## src/rtl/divisor_pkg.sv

```systemverilog
// Shared widths, operand/remainder types and the active-low 7-segment
// glyph table for the 4-bit restoring divider.
package divisor_pkg;
    localparam int W  = 4;  // operand / quotient width
    localparam int RW = 5;  // partial-remainder width (W+1)

    typedef logic [W-1:0]  opnd_t;
    typedef logic [RW-1:0] rem_t;

    // Hex glyphs, segment order {g,f,e,d,c,b,a}, active-low.
    // Entry 15 (F) is listed first, entry 0 last.
    localparam logic [15:0][6:0] SEG_TABLE = {
        7'b0001110,  // F
        7'b0000110,  // E
        7'b0100001,  // d
        7'b1000110,  // C
        7'b0000011,  // b
        7'b0001000,  // A
        7'b0010000,  // 9
        7'b0000000,  // 8
        7'b1111000,  // 7
        7'b0000010,  // 6
        7'b0010010,  // 5
        7'b0011001,  // 4
        7'b0110000,  // 3
        7'b0100100,  // 2
        7'b1111001,  // 1
        7'b1000000   // 0
    };
endpackage

```

## src/rtl/divisor_hex_to_7seg.sv

```systemverilog
// Combinational hex digit to active-low 7-segment pattern.
module hex_to_7seg
    import divisor_pkg::*;
(
    input  logic [3:0] hex,
    output logic [6:0] seg
);
    // Plain table lookup; all 16 entries are defined, so no default is needed.
    assign seg = SEG_TABLE[hex];
endmodule

```

## src/rtl/divisor.sv

```systemverilog
// Free-running unsigned 4-bit / 4-bit restoring divider.
// Operands are registered, divided by a combinational restoring array, and
// the quotient/remainder are registered: two clocks from operand to result.
// Optional build macro SEG_REMAINDER_EN: when defined, the 7-segment
// output shows R[3:0] instead of Q.
module divisor
    import divisor_pkg::*;
(
    input  logic          clk,
    input  logic          rst,
    input  logic [W-1:0]  A,
    input  logic [W-1:0]  B,
    output logic [W-1:0]  Q,
    output logic [RW-1:0] R,
    output logic [6:0]    seg
);
    opnd_t a_q, a_d;
    opnd_t b_q, b_d;
    opnd_t q_q, q_d;
    rem_t  r_q, r_d;

    // Restoring array: part_rem[i] is the partial remainder entering row i.
    rem_t  part_rem [0:W];
    opnd_t q_bits;

    assign part_rem[0] = '0;

    for (genvar gi = 0; gi < W; gi++) begin : g_row
        logic [RW:0] shifted;
        logic        ge;

        // Bring in the next dividend bit, MSB first.
        assign shifted = {part_rem[gi], a_q[W-1-gi]};
        // Trial subtract succeeds when the shifted remainder covers the divisor.
        // With b_q == 0 every row succeeds, giving Q = F and R = a_q.
        assign ge = (shifted >= {2'b00, b_q});
        assign q_bits[W-1-gi] = ge;
        // Keep the difference on success, otherwise restore the shifted value.
        // The partial remainder never exceeds 4 significant bits, so truncation is lossless.
        assign part_rem[gi+1] = RW'(ge ? (shifted - {2'b00, b_q}) : shifted);
    end

    // Next-state values: stage 0 samples operands, stage 1 captures the array result.
    always_comb begin
        a_d = A;
        b_d = B;
        q_d = q_bits;
        r_d = part_rem[W];
    end

    // Pipeline registers with asynchronous clear.
    always_ff @(posedge clk or posedge rst) begin
        if (rst) begin
            a_q <= '0;
            b_q <= '0;
            q_q <= '0;
            r_q <= '0;
        end else begin
            a_q <= a_d;
            b_q <= b_d;
            q_q <= q_d;
            r_q <= r_d;
        end
    end

    assign Q = q_q;
    assign R = r_q;

    logic [3:0] seg_src;
`ifdef SEG_REMAINDER_EN
    assign seg_src = r_q[3:0];
`else
    assign seg_src = q_q;
`endif

    hex_to_7seg u_hex_to_7seg (
        .hex (seg_src),
        .seg (seg)
    );
endmodule

```

## config.mk

```make
export PLATFORM = sky130hd
export DESIGN_NAME = divisor
export DESIGN_NICKNAME = d
export VERILOG_FILES = /design/src/rtl/divisor_pkg.sv /design/src/rtl/divisor_hex_to_7seg.sv /design/src/rtl/divisor.sv
export SDC_FILE = /design/constraint.sdc
export NUM_CORES = 1
export LEC_CHECK = 0
export CAP_MARGIN = 30
export CORE_ASPECT_RATIO = 0.8
export CORE_MARGIN = 2
export CORE_UTILIZATION = 48
export DETAILED_ROUTE_END_ITERATION = 7
export PLACE_DENSITY = 0.77
export SETUP_SLACK_MARGIN = 0.3
export SYNTH_ARGS = -nofsm -noshare
export SYNTH_HDL_FRONTEND = slang
export SYNTH_HIERARCHICAL = 1
export SYNTH_SLANG_ARGS = --single-unit
```

## constraint.sdc

```tcl
create_clock -name clk -period 5.05 [get_ports clk]
set_clock_uncertainty 0.15 [all_clocks]
set_input_delay 1.01 -clock clk [delete_from_list [all_inputs] [get_ports clk]]
set_output_delay 1.01 -clock clk [all_outputs]
set_load 0.03 [all_outputs]
```

Word-level counts from Yosys, hierarchy flattened
Memories as Yosys holds them, arrays and structs flattened.
Index checks and enable logic that the tools add are counted.
{ "classes": {"n_addsub": 4, "n_lt_le_gt_ge": 5, "mux": 5} }
{ "ops": {"columns": ["op", "count"], "rows": [
  ["5-bit 2-to-1 mux", 4],
  ["6-bit by 4-bit >= comparator with 1-bit output", 3],
  ["5-bit by 4-bit subtractor with 5-bit output", 3],
  ["7-bit 2-to-1 mux", 1],
  ["4-bit by 5-bit < comparator with 1-bit output, second input constant", 1],
  ["1-bit by 4-bit subtractor with 5-bit output", 1],
  ["1-bit by 4-bit >= comparator with 1-bit output", 1]
]} }
{ "word_totals": {"regBits": 17, "word_cells": 19, "output_inout_bits": 16, "n_memories": 1, "rom_bits": 112} }
{ "mem_list": {"columns": ["memory", "words", "word_bits", "read_ports", "rd_clocked_by_memory_dff", "wr", "line_no", "text"], "rows": [
  ["(name not given)", 16, 7, 1, 0, 0, "divisor_hex_to_7seg.sv:9", "assign seg = SEG_TABLE[hex];"]
]} }

Depth between registers and ports, before layout
{ "logic_depth": {"depth_word": 8, "mapped_depth": 25, "depth_no_buf": 23} }

By module
Netlist, hierarchy kept.
{ "modules_own_cells": {"columns": ["mod", "area_each_um2", "n_inst", "seq_area_each_um2", "cells_each"], "rows": [
  ["divisor", 1238.7, 1, 425.4, 115],
  ["hex_to_7seg", 275.3, 1, 0.0, 32]
]} }

Worst setup path after synthesis
OpenSTA, ideal clock, no wires.
{ "synth_path": {"path_kind": "flip-flop to flip-flop", "start": "register b_q[1]", "end": "register r_q[1] (netlist: R[1])", "t_required_ps": 4775, "arrival_ps": 5219, "path_slack_ps": -444, "synth_period_minus_slack_ps": 5494, "n_path_buf": 3, "path_stages_with_launch": 24, "cell_sequence": "dfrtp_1 -> or3_1 -> buf_6 -> nor2_1 -> o22ai_1 -> fa_1 -> or3_2 -> o211ai_1 -> nor2_1 -> a31oi_1 -> inv_1 -> ha_1 -> and4_2 -> a2111oi_4 -> nand2b_1 -> buf_6 -> nor2_1 -> a21oi_1 -> fa_1 -> a21o_1 -> a21oi_1 -> and3_1 -> buf_6 -> mux2_4"} }
{ "synth_lines": {"columns": ["element", "line_no", "text"], "rows": [
  ["from (decl)", "divisor.sv:18", "opnd_t b_q, b_d;"],
  ["from (signal assigned)", "divisor.sv:55", "b_q <= '0;"],
  ["from (signal assigned)", "divisor.sv:60", "b_q <= b_d;"],
  ["to (signal assigned)", "divisor.sv:62", "r_q <= r_d;"],
  ["to (decl)", "divisor.sv:20", "rem_t r_q, r_d;"]
]} }

==> flow_summary.json <==
{
  "status": "finished, violations left",
  "violations": "negative setup slack",
  "synth_flop_cell": "dfrtp_1",
  "grt_max_degree": 18,
  "fin_crit_sh_pct": 105,
  "grt_usage_pct": 24.4,
  "critPathMaxFanout": 6,
  "root_buffer": "clkbuf_8",
  "drc": 0,
  "portBuffers": 25,
  "die_area_um2": 3620,
  "drv_cap": 0,
  "fmax_mhz": 189,
  "ir_drop_mv": 0.253,
  "rsz0062_at_grt": "true",
  "ctsLongestPathBuffers": 2,
  "ys_seq_area_share_pct": 28.1,
  "synth_top_family_by_area": "adder cells",
  "worst-r2r-setup-slack_ns": -0.24,
  "cts_tree": "built",
  "clk-insertion-delay-late_ns": 0.26,
  "grt_overflow_total": 0,
  "htreeDepth": 1,
  "io_pins": 26,
  "row_count": 18,
  "synth_compound_area_share_pct": 15.0,
  "cts_buffers": 3,
  "synth-seq-cells": 17,
  "worstHoldPathCells": 2,
  "yosysTopAreaCell": "dfrtp_1",
  "total_power_uw": 958,
  "yosys-mux-area-fraction_pct": 10.7,
  "routed_wirelength_mm": 4.59,
  "hpwl_mm": 2.81,
  "floorplan.core_area_um2": 3040,
  "avgRoutedWirePerCell_um": 17.6,
  "synth_xor_area_share_pct": 2.89,
  "n_antenna_cell": 0,
  "criticalPathCategory": "flip-flop to flip-flop",
  "synth_edf_count": 0,
  "endpoint_kind": "flip-flop",
  "fin_crit_ns": 5.29,
  "drive_gt1_share_pct": 42.5,
  "syn_area_um2": 1510,
  "power.density_nw_per_um2": 400,
  "critPathLaunchType": "flip-flop",
  "slew_viol_final": 0,
  "synth_cell_types": 41,
  "synthCells": 147,
  "synth.top_cells.by_area": "dfrtp_1, ha_1, mux2i_1",
  "yosys.area_share.adder_pct": 22.1,
  "grt_pass1_vias": 1380,
  "first_pass_iters": 4,
  "required_ns": 5.05,
  "vias": 1455,
  "yosysWarnings": 6,
  "cts.sink_count": 17,
  "finalNetCount": 257,
  "min_from": "a_q[0]",
  "hold_violations": 0,
  "syn_avg_cell_area_um2": 10.3,
  "die_h_um": 54.2,
  "clkTransAtPathRegs_ns": 0.07,
  "initial_core_util_pct": 49.8,
  "hp-class": "flip-flop to flip-flop",
  "antenna_found_initial": 0,
  "max_slew_margin_pct": 54.0,
  "die_x_um": 66.8,
  "r2r-start": "a_q[3]",
  "power.leakage_uw": 0.00114,
  "gp_congestion": 0.808,
  "vias_per_cell": 5.57,
  "ys_async_sr_fraction_pct": 100,
  "rr_endpoint": "R[1]",
  "yosys.area_share.simple_pct": 13.1,
  "crit_arrival_ns": 5.28,
  "drt_iter0_drc": 28,
  "area_growth_pct": 58.3,
  "dp_slack_ns": -0.276,
  "postRouteAntennaNets": 0,
  "fin_ws_ns": -0.236,
  "timing.hold.ws_ns": 0.383,
  "r2r_cells": 22,
  "setup_tns_ns": -0.980,
  "synth_top_cell_area_share_pct": 28.1,
  "setup_viol": 6,
  "worst_pin_slew_ns": 0.690,
  "holdPathEnd": "R[0]",
  "synth_nets": 182,
  "grt_pass1_wl_mm": 6.40
}
## cell usage after synthesis (3+ instances only)
cell / instances
a21oi_1: 8
buf_6: 4
xor2_1: 3
mux2i_1: 8
a21o_1: 4
fa_1: 3
ha_1: 22
mux2_4: 3
o21ai_0: 4
nor2_1: 14
dfrtp_1: 17
inv_1: 19
## routing by layer
metal / track usage, % / part of all wire (%) / vias up
li1: - / - / 664
met1: 28.3 / 41 / 722
met2: 46.5 / 52 / 55
met3: 3.91 / 5.0 / 14
met4: 8.16 / 2.0 / 0
met5: 0 / 0 / -
## cell type report
class	instances	area, µm²
multi-input combinational	106	1170
fill	192	644
tap	40	50.0
inverter	19	71.3
timing repair buffer	75	633
sequential	17	425
clock buffer	4	45.0
## cells by family (layout without fill, tap and decap cells)
kind of cell,count (synthesis),in the layout
buf+inv,24,98
compound gates,29,29
xor+xnor,5,5
fa+ha+maj,25,25
mux,13,13
flops,17,17
simple gates,34,34
## report_power, final
| part | internal (µW) | total, µW | switching [µW] | leakage (µW) |
|---|---|---|---|---|
| clock | 56.2 | 106 | 49.9 | 0.0000228 |
| sequential | 166 | 188 | 22.5 | 0.000201 |
| combinational | 338 | 663 | 325 | 0.000913 |
## placed cells by master (no fill, tap or decap), drive strengths merged, types with 3 or more instances in the layout
cell type | synthesis | layout
buf | 5 | 50
clkdlybuf4s50 | 0 | 25
ha | 22 | 22
inv | 19 | 19
dfrtp | 17 | 17
nor2 | 14 | 14
mux2i | 8 | 8
a21oi | 8 | 8
a21o | 4 | 4
o21ai | 4 | 4
mux2 | 4 | 4
clkbuf | 0 | 4
xor2 | 3 | 3
fa | 3 | 3
or3 | 3 | 3
## worst max-delay path: stages (launching register included)
cell and delay, ns:
dfrtp_1 0.40, inv_2 0.11, ha_1 0.18, inv_1 0.07, ha_1 0.25, nor3_4 0.23, ha_4 0.26, a21oi_4 0.15
o211ai_1 0.20, nor2_2 0.25, mux2i_1 0.30, ha_1 0.30, buf_6 0.13, and4_4 0.15, a2111oi_4 0.39, nand2b_4 0.17
nor2_4 0.17, a21oi_4 0.05, fa_2 0.35, a21o_1 0.18, a21oi_2 0.18, and3_4 0.26, mux2_4 0.31
## state kept, by name (all words and copies together), names as in the netlist
| signal | count |
|---|---|
| Q | 4 |
| R | 5 |
| a_q | 4 |
| b_q | 4 |
## timing repair
action                                  CTS  global route
endpoints found under the setup margin    6             6
pin swaps                                12            11
gates cloned                              0             0
gates resized for setup                  13            11
setup buffers                            15             6
hold buffers                              0             0
endpoints found under the hold margin     0             0
## how the worst max path moves through the flow
stage / startpoint / to / cells past startpoint
global route: b_q[1] / R[3] / 20
finish: a_q[3] / R[1] / 22
CTS: b_q[2] / R[3] / 21
detailed placement: a_q[3] / R[3] / 22
floorplan: b_q[3] / R[1] / 23
global placement: b_q[3] / R[3] / 20
## stage by stage
stage	instance area, µm²	std cells	util (%)
CTS	2290	255	75.3
finish	2400	261	78.8
global route	2400	261	78.8
detailed placement	2070	236	67.9
global placement	2070	236	67.9
floorplan	1600	147	-
Power figures use the tool's default switching activity.
